[config.mk]
export PLATFORM = sky130hd
export DESIGN_NAME = dispatch_packer
export DESIGN_NICKNAME = d
export VERILOG_FILES = /design/src/rtl/dispatch_packer.sv
export SDC_FILE = /design/constraint.sdc
export NUM_CORES = 1
export LEC_CHECK = 0
export BUFFER_PORTS_ARGS = -buffer_cell sky130_fd_sc_hd__buf_2
export CORE_MARGIN = 4
export CORE_UTILIZATION = 50
export DETAILED_ROUTE_END_ITERATION = 8
export GPL_ROUTABILITY_DRIVEN = 0
export PLACE_DENSITY = 0.78
export SYNTH_ARGS = -nofsm -noshare
export SYNTH_HDL_FRONTEND = slang
export SYNTH_SLANG_ARGS = --single-unit
[constraint.sdc]
create_clock -name i_clk -period 12.5 [get_ports i_clk]
set_input_delay 0.625 -clock i_clk [delete_from_list [all_inputs] [get_ports i_clk]]
set_output_delay 0.625 -clock i_clk [all_outputs]
set_load 0.05 [all_outputs]
[src/rtl/dispatch_packer.sv]
// Dispatch-side FIFO between rename (2 pushes/cycle) and the 4-insert issue queue.
// Branch kills clear live bits in place; killed entries still occupy an insert port with valid=0.
module dispatch_packer #(
  parameter int WIDTH_I   = 35,
  parameter int WIDTH_BRM = 3,
  parameter int DEPTH     = 8
) (
  input  logic                    i_clk,
  input  logic                    i_rst,
  input  logic [WIDTH_I-1:0]      i_inst1,
  input  logic [WIDTH_I-1:0]      i_inst2,
  input  logic [WIDTH_BRM-1:0]    i_brtag1,
  input  logic [WIDTH_BRM-1:0]    i_brtag2,
  input  logic [1:0]              i_valid,
  output logic                    o_ready,
  input  logic                    i_qready,
  output logic [WIDTH_I-1:0]      o_inst1,
  output logic [WIDTH_I-1:0]      o_inst2,
  output logic [WIDTH_I-1:0]      o_inst3,
  output logic [WIDTH_I-1:0]      o_inst4,
  output logic [3:0]              o_valid,
  output logic                    o_en,
  input  logic [2**WIDTH_BRM-1:0] i_brkill,
  input  logic                    i_flush
);
  localparam int AW = $clog2(DEPTH);
  localparam int CW = AW + 1;

  logic [WIDTH_I-1:0]   mem_word [DEPTH];
  logic [WIDTH_BRM-1:0] mem_tag  [DEPTH];
  logic [DEPTH-1:0]     mem_live;
  logic [DEPTH-1:0]     live_next;
  logic [DEPTH-1:0]     kill_hit;
  logic [AW-1:0]        head;
  logic [AW-1:0]        tail;
  logic [CW-1:0]        count;

  logic [1:0]           push_n;
  logic [2:0]           pop_n;
  logic [WIDTH_I-1:0]   push_word [2];
  logic [WIDTH_BRM-1:0] push_tag  [2];
  logic [AW-1:0]        wr_idx    [2];
  logic [AW-1:0]        rd_idx    [4];
  logic [WIDTH_I-1:0]   word_next [4];
  logic [3:0]           valid_next;

  assign o_ready = (count <= CW'(DEPTH - 2));

  // Select how many lanes are written and which lane lands at the tail slot.
  always_comb begin
    push_word[0] = i_inst1;
    push_tag[0]  = i_brtag1;
    push_word[1] = i_inst2;
    push_tag[1]  = i_brtag2;
    push_n       = 2'd0;
    if (o_ready && !i_flush) begin
      case (i_valid)
        2'b01:   push_n = 2'd1;
        2'b10: begin
          push_n       = 2'd1;
          push_word[0] = i_inst2;
          push_tag[0]  = i_brtag2;
        end
        2'b11:   push_n = 2'd2;
        default: push_n = 2'd0;
      endcase
    end else begin
      push_n = 2'd0;
    end
    wr_idx[0] = tail;
    wr_idx[1] = tail + AW'(1);
  end

  // Pop up to four oldest entries; kill this cycle masks valid but not the slot.
  always_comb begin
    pop_n = 3'd0;
    if (i_qready && !i_flush) begin
      if (count > CW'(4)) begin
        pop_n = 3'd4;
      end else begin
        pop_n = count[2:0];
      end
    end else begin
      pop_n = 3'd0;
    end
    for (int k = 0; k < 4; k++) begin
      rd_idx[k] = head + AW'(k);
      if (3'(k) < pop_n) begin
        word_next[k]  = mem_word[rd_idx[k]];
        valid_next[k] = mem_live[rd_idx[k]] & ~i_brkill[mem_tag[rd_idx[k]]];
      end else begin
        word_next[k]  = '0;
        valid_next[k] = 1'b0;
      end
    end
  end

  // Next live vector: kill stored entries, then mark fresh writes (checked against kill too).
  always_comb begin
    for (int e = 0; e < DEPTH; e++) begin
      kill_hit[e] = i_brkill[mem_tag[e]];
    end
    live_next = mem_live & ~kill_hit;
    if (push_n != 2'd0) begin
      live_next[wr_idx[0]] = ~i_brkill[push_tag[0]];
    end else begin
      live_next = live_next;
    end
    if (push_n == 2'd2) begin
      live_next[wr_idx[1]] = ~i_brkill[push_tag[1]];
    end else begin
      live_next = live_next;
    end
  end

  // Pointer, occupancy and live-bit state.
  always_ff @(posedge i_clk or posedge i_rst) begin
    if (i_rst) begin
      head     <= '0;
      tail     <= '0;
      count    <= '0;
      mem_live <= '0;
    end else if (i_flush) begin
      head     <= '0;
      tail     <= '0;
      count    <= '0;
      mem_live <= '0;
    end else begin
      head     <= head + AW'(pop_n);
      tail     <= tail + AW'(push_n);
      count    <= count + CW'(push_n) - CW'(pop_n);
      mem_live <= live_next;
    end
  end

  // Payload storage; contents are meaningful only where live/count say so.
  always_ff @(posedge i_clk) begin
    if (push_n != 2'd0) begin
      mem_word[wr_idx[0]] <= push_word[0];
      mem_tag[wr_idx[0]]  <= push_tag[0];
    end
    if (push_n == 2'd2) begin
      mem_word[wr_idx[1]] <= push_word[1];
      mem_tag[wr_idx[1]]  <= push_tag[1];
    end
  end

  // Registered insert-port outputs.
  always_ff @(posedge i_clk or posedge i_rst) begin
    if (i_rst) begin
      o_inst1 <= '0;
      o_inst2 <= '0;
      o_inst3 <= '0;
      o_inst4 <= '0;
      o_valid <= 4'b0000;
      o_en    <= 1'b0;
    end else if (i_flush) begin
      o_inst1 <= '0;
      o_inst2 <= '0;
      o_inst3 <= '0;
      o_inst4 <= '0;
      o_valid <= 4'b0000;
      o_en    <= 1'b0;
    end else begin
      o_inst1 <= word_next[0];
      o_inst2 <= word_next[1];
      o_inst3 <= word_next[2];
      o_inst4 <= word_next[3];
      o_valid <= valid_next;
      o_en    <= |valid_next;
    end
  end

endmodule

* After elaboration in Yosys (flattened, before gate mapping)
Memories as Yosys holds them, arrays and structs flattened.
Index checks and enable logic that the tools add are counted.
W data, S select, Z words.
** Cells by class
- Magnitude comparators :: 28
- Add/sub/neg operators :: 8
- Muxes and demuxes :: 74
- Eq/ne operators :: 4
- Bitwise gates (word level) :: 12
- Reductions and logical operators :: 8
** Operators with widths (count)
- $mux W35 :: 10
- $lt A3 B4 Y1 const B :: 20
- $bmux W1 S3 :: 18
- $mux W1 :: 29
- $mux W8 :: 3
- $mux W3 :: 6
- $bwmux W8 :: 2
- $and A8 B8 Y8 :: 1
- $mux W4 :: 2
- $not A8 Y8 :: 1
- $add A3 B1 Y3 const B :: 2
- $add A3 B2 Y3 const B :: 2
- $demux W1 S3 :: 2
- $eq A2 B2 Y1 const B :: 3
- $ge A3 B1 Y1 const B :: 2
- $lt A1 B3 Y1 const A :: 2
- $lt A2 B3 Y1 const A :: 2
- $not A1 Y1 :: 6
- $add A4 B2 Y4 :: 1
- $and A1 B1 Y1 :: 4
- $gt A4 B3 Y1 const B :: 1
- $le A4 B3 Y1 const B :: 1
- $logic_and A1 B1 Y1 :: 4
- $pmux W2 S2 :: 1
- 9 further kinds :: 9
** Word-level totals
- Bits in writable memories :: 304
- Register bits :: 163
- Input bits :: 90
- Output and inout port bits :: 146
- Memories kept :: 2
- Logic and storage cells :: 146
** Memory list
- mem_word :: depth 8, bits a word 35, read ports 4, clocked after Yosys merged registers in 0, write ports 2, RTL line 29 : logic [WIDTH_I-1:0] mem_word [DEPTH];
- mem_tag :: depth 8, bits a word 3, read ports 12, clocked after Yosys merged registers in 0, write ports 2, RTL line 30 : logic [WIDTH_BRM-1:0] mem_tag [DEPTH];

* Longest topological paths before layout
- Depth after elaboration :: 11
- Depth in mapped cells :: 14
- Depth with buffers taken out :: 11

* Worst setup path before layout
OpenSTA, ideal clock, no wires.
- Path type :: input-to-reg
- Start :: input port i_valid[0]
- End :: register mem_live[1]
- Cell stages on the path :: 7
- Data arrival time :: 4841 ps
- Data required time :: 12385 ps
- Path buffers :: 0
- Setup time :: 115 ps
- Path slack :: 7544 ps
- Path through :: inv_1 -> ha_1 -> nor2b_1 -> o21ai_0 -> o31ai_1 -> a21oi_1 -> a2111oi_2
** Between the ends
- Word-level cells in the longest chain between the ends :: 11
- Elaborated cells between the ends (all ways) :: 18
- Classes of those cells :: eq/ne: 4; mux: 11; bitwise: 1; reduce/logical: 2
** Ends and longest elaborated chain
- start: declaration :: RTL line 14 : input logic [1:0] i_valid,
- $eq A2 B2 Y1 :: RTL line 57 : case (i_valid)
- $mux W3 :: RTL line 57
- $mux W3 :: RTL line 56 : if (o_ready && !i_flush) begin
- $bmux W1 S3 :: RTL line 105 : live_next[wr_idx[0]] = ~i_brkill[push_tag[0]];
- $mux W1 (not written as such) :: RTL line 105
- $not A1 Y1 :: RTL line 105
- $bwmux W8 :: RTL line 105
- $mux W8 :: RTL line 104 : if (push_n != 2'd0) begin
- $bwmux W8 :: RTL line 110 : live_next[wr_idx[1]] = ~i_brkill[push_tag[1]];
- $mux W8 (*) :: RTL line 109 : if (push_n == 2'd2) begin
- $mux W8 (*) :: RTL line 123 : end else if (i_flush) begin
- end signal: assignment :: RTL line 132 : mem_live <= live_next;
- end: declaration :: RTL line 31 : logic [DEPTH-1:0] mem_live;
Mark *: on every way between the ends. The rest lies on a longest branch, timed or not. The select of a mux whose other input is x is not followed.

==> flow_metrics.tcl <==
set metrics [dict create \
    fin_crit_sh 0.390 \
    cts_setup_buffers 0 \
    cpMaxStageDelayCell "nor3b_1" \
    hold_violations 0 \
    synth_most_common_cell "nor2_1" \
    finalSetupViolCount 0 \
    cp_max_fo 79 \
    die-area_sq_um 60000 \
    initial_core_util 0.508 \
    ys_seq_area_frac 0.471 \
    muxShareOfSynthArea 0.334 \
    synth_top_area_frac 0.325 \
    fmax_mhz 205 \
    drt_iter0_drc 2540 \
    clkLatencyLatePin_ns 0.62 \
    dr.pass1.iters 8 \
    viasPerCell 6.63 \
    synthCells 2189 \
    synth-edff-count 304 \
    synthXorXnorAreaFrac 0.00428 \
    worst-setup-path-type "reg -> reg" \
    synthAdderAreaFrac 0.00767 \
    rows 86 \
    worstPathCellList "a311oi_2, nand2_1, nor3b_1, nand3_4, nand2_2, buf_4" \
    drive_above_1_share 0.302 \
    power.density_nw_per_um2 145 \
    hpwlAfterDp_um 50100 \
    design_area_sq_um 31300 \
    ys_types 48 \
    utilization 0.565 \
    antenna_found_initial 6 \
    syn_avg_cell_area_sq_um 12.8 \
    tns_ns 0 \
    max_slew_margin 0.116 \
    synth_top_area_cell "edfxtp_1" \
    ys_top_cells_by_count "nor2_1, a21oi_1, mux4_2" \
    clock_skew_ns 0.0270 \
    track_usage 0.269 \
    htree_levels 2 \
    die_x_um 245 \
    grt_pass1_vias 21000 \
    cts_buffer_depth 3 \
    area_growth_pct 11.3 \
    tightest_slew_ns 1.32 \
    yosysWarnings 0 \
    gr-total-overflow 0 \
    cp.arrival_ns 5.14 \
    outcome "finished clean" \
    tritoncts "yes" \
    cts_sinks 467 \
    slowest_delay_ns 1.03 \
    min_path_type "in -> async" \
    finalCriticalPeriod_ns 4.88 \
    syn_area_sq_um 28100 \
    n_fill_cell 4378 \
    ys.flop_type "edfxtp_1" \
    cp.required_ns 12.76 \
    cts-buffers-inserted 48 \
    synth_top_family_by_area "multiplexers" \
    synth-compound-area-share 0.0696 \
    grt_pass1_wl_um 124000 \
    path_clk_slew_ns 0.06 \
    async_flop_share 0.349 \
    critPathLaunchType "register" \
    synth_nets 2295 \
    fin_nets 2390 \
    ir_worst_vdd_mv 0.0956 \
    ant_nets 0 \
    dieHeight_um 245 \
    wire_per_inst_um 26.4 \
    p_leak_nw 11.7 \
    ys_top_cells_by_area "edfxtp_1, mux4_2, dfrtp_1, mux2i_1, a21oi_1" \
    slew_viol_final 0 \
    place_area_sq_um 29700 \
    core_area_sq_um 55300 \
    root_buffer "clkbuf_16" \
    synth-simple-area-share 0.0796 \
    rsz0062_at_grt "false" \
    post-route-drc-count 0 \
    numPortBuffers 235 \
    routed_wl_um 81200 \
    grt_start_max_net_pins 90 \
    end_kind "register" \
    ys_seq_elements 467 \
    num_io_pins 236 \
    num_vias 20400 \
    cts_hold_buffers 0 \
    cts_resized 0 \
    drv_cap 0 \
]
-- sequential cells by signal, indices dropped and copies added, names as in the netlist --
name and cells:
mem_live 8, o_inst4 35, o_inst2 35, o_en 1, count 4, o_inst1 35, tail 3, o_valid 4
o_inst3 35, mem_word 280, mem_tag 24, head 3
-- cell families (layout without fill, tap and decap cells) --
family,after synthesis,in the layout
compound gates,371,371
xor+xnor,12,12
fa+ha+maj,16,16
buf+inv,234,369
flops,467,467
mux,519,519
other cells,0,2
simple gates,570,570
-- layer usage --
layer	wire [um]	vias to the layer above	GRT usage
li1	-	8538	-
met1	26400	10000	0.322
met2	40000	1482	0.446
met3	9730	315	0.0669
met4	5030	8	0.154
met5	46	-	0
-- critical path: cells and delay by family, from the launching register on --
family / cells / cell delay [ns]
AOI/OAI and AO/OA: 1 / 0.45
buffers and inverters: 1 / 0.47
DFF: 1 / 0.45
and+or+nand+nor: 4 / 3.17
-- worst paths after layout --
| kind | from | to | slack [ns] | cells after the start |
|---|---|---|---|---|
| max in group asynchronous | i_rst | head[0] | 10.72 | 3 |
| min in group i_clk | i_flush | head[2] | 0.44 | 2 |
| min reg2reg | mem_live[2] | mem_live[2] | 0.63 | 2 |
| max reg2reg | count[0] | mem_word[7][20] | 7.62 | 6 |
| max | count[0] | mem_word[7][20] | 7.62 | 6 |
| min | i_rst | o_inst4[18] | 0.14 | 2 |
-- power breakdown --
part	total [mW]	internal, mW	switching [mW]	leakage [nW]
logic	1.22	0.463	0.761	5.95
clock network	1.44	0.826	0.613	0.756
registers	1.86	1.78	0.0853	4.99
total	4.53	3.07	1.46	11.7
-- per-stage QoR --
step	std cells	setup WS [ns]	hold WS [ns]	total power, mW
floorplan	2189	7.47	0.558	2.77
global placement	2982	7.35	0.616	3.07
detailed placement	2982	7.26	0.619	3.10
CTS	3072	7.61	0.218	4.53
global route	3073	7.23	0.235	4.69
finish	3074	7.62	0.138	4.53
-- layout make-up --
cell class                      instances  area [sq um]  area share
Antenna cell                            2          5.00    0.000160
Clock buffer                           71          1340      0.0428
Clock inverter                         19           223     0.00713
Inverter                               13          53.8     0.00172
Multi-Input combinational cell       1488         14100       0.450
Sequential cell                       467         13200       0.423
Tap cell                              748           936      0.0299
Timing Repair Buffer                  266          1410      0.0451
-- placed cells by master (no fill, tap or decap), types with 4 or more instances in the layout --
master	n
clkbuf_8	5
nand2_2	6
xor2_1	4
nor3b_1	5
clkbuf_16	48
ha_1	13
a21oi_1	346
mux2i_1	175
clkinv_2	4
mux2_2	11
xnor2_1	5
inv_1	9
nand3_1	6
nand2_1	87
mux4_2	316
buf_2	235
buf_4	31
clkbuf_1	18
mux2i_2	5
nor2b_1	9
edfxtp_1	304
bufinv_16	4
clkinv_1	7
mux4_1	11
nor2_1	436
dfrtp_1	160
Power figures use the tool's default switching activity.
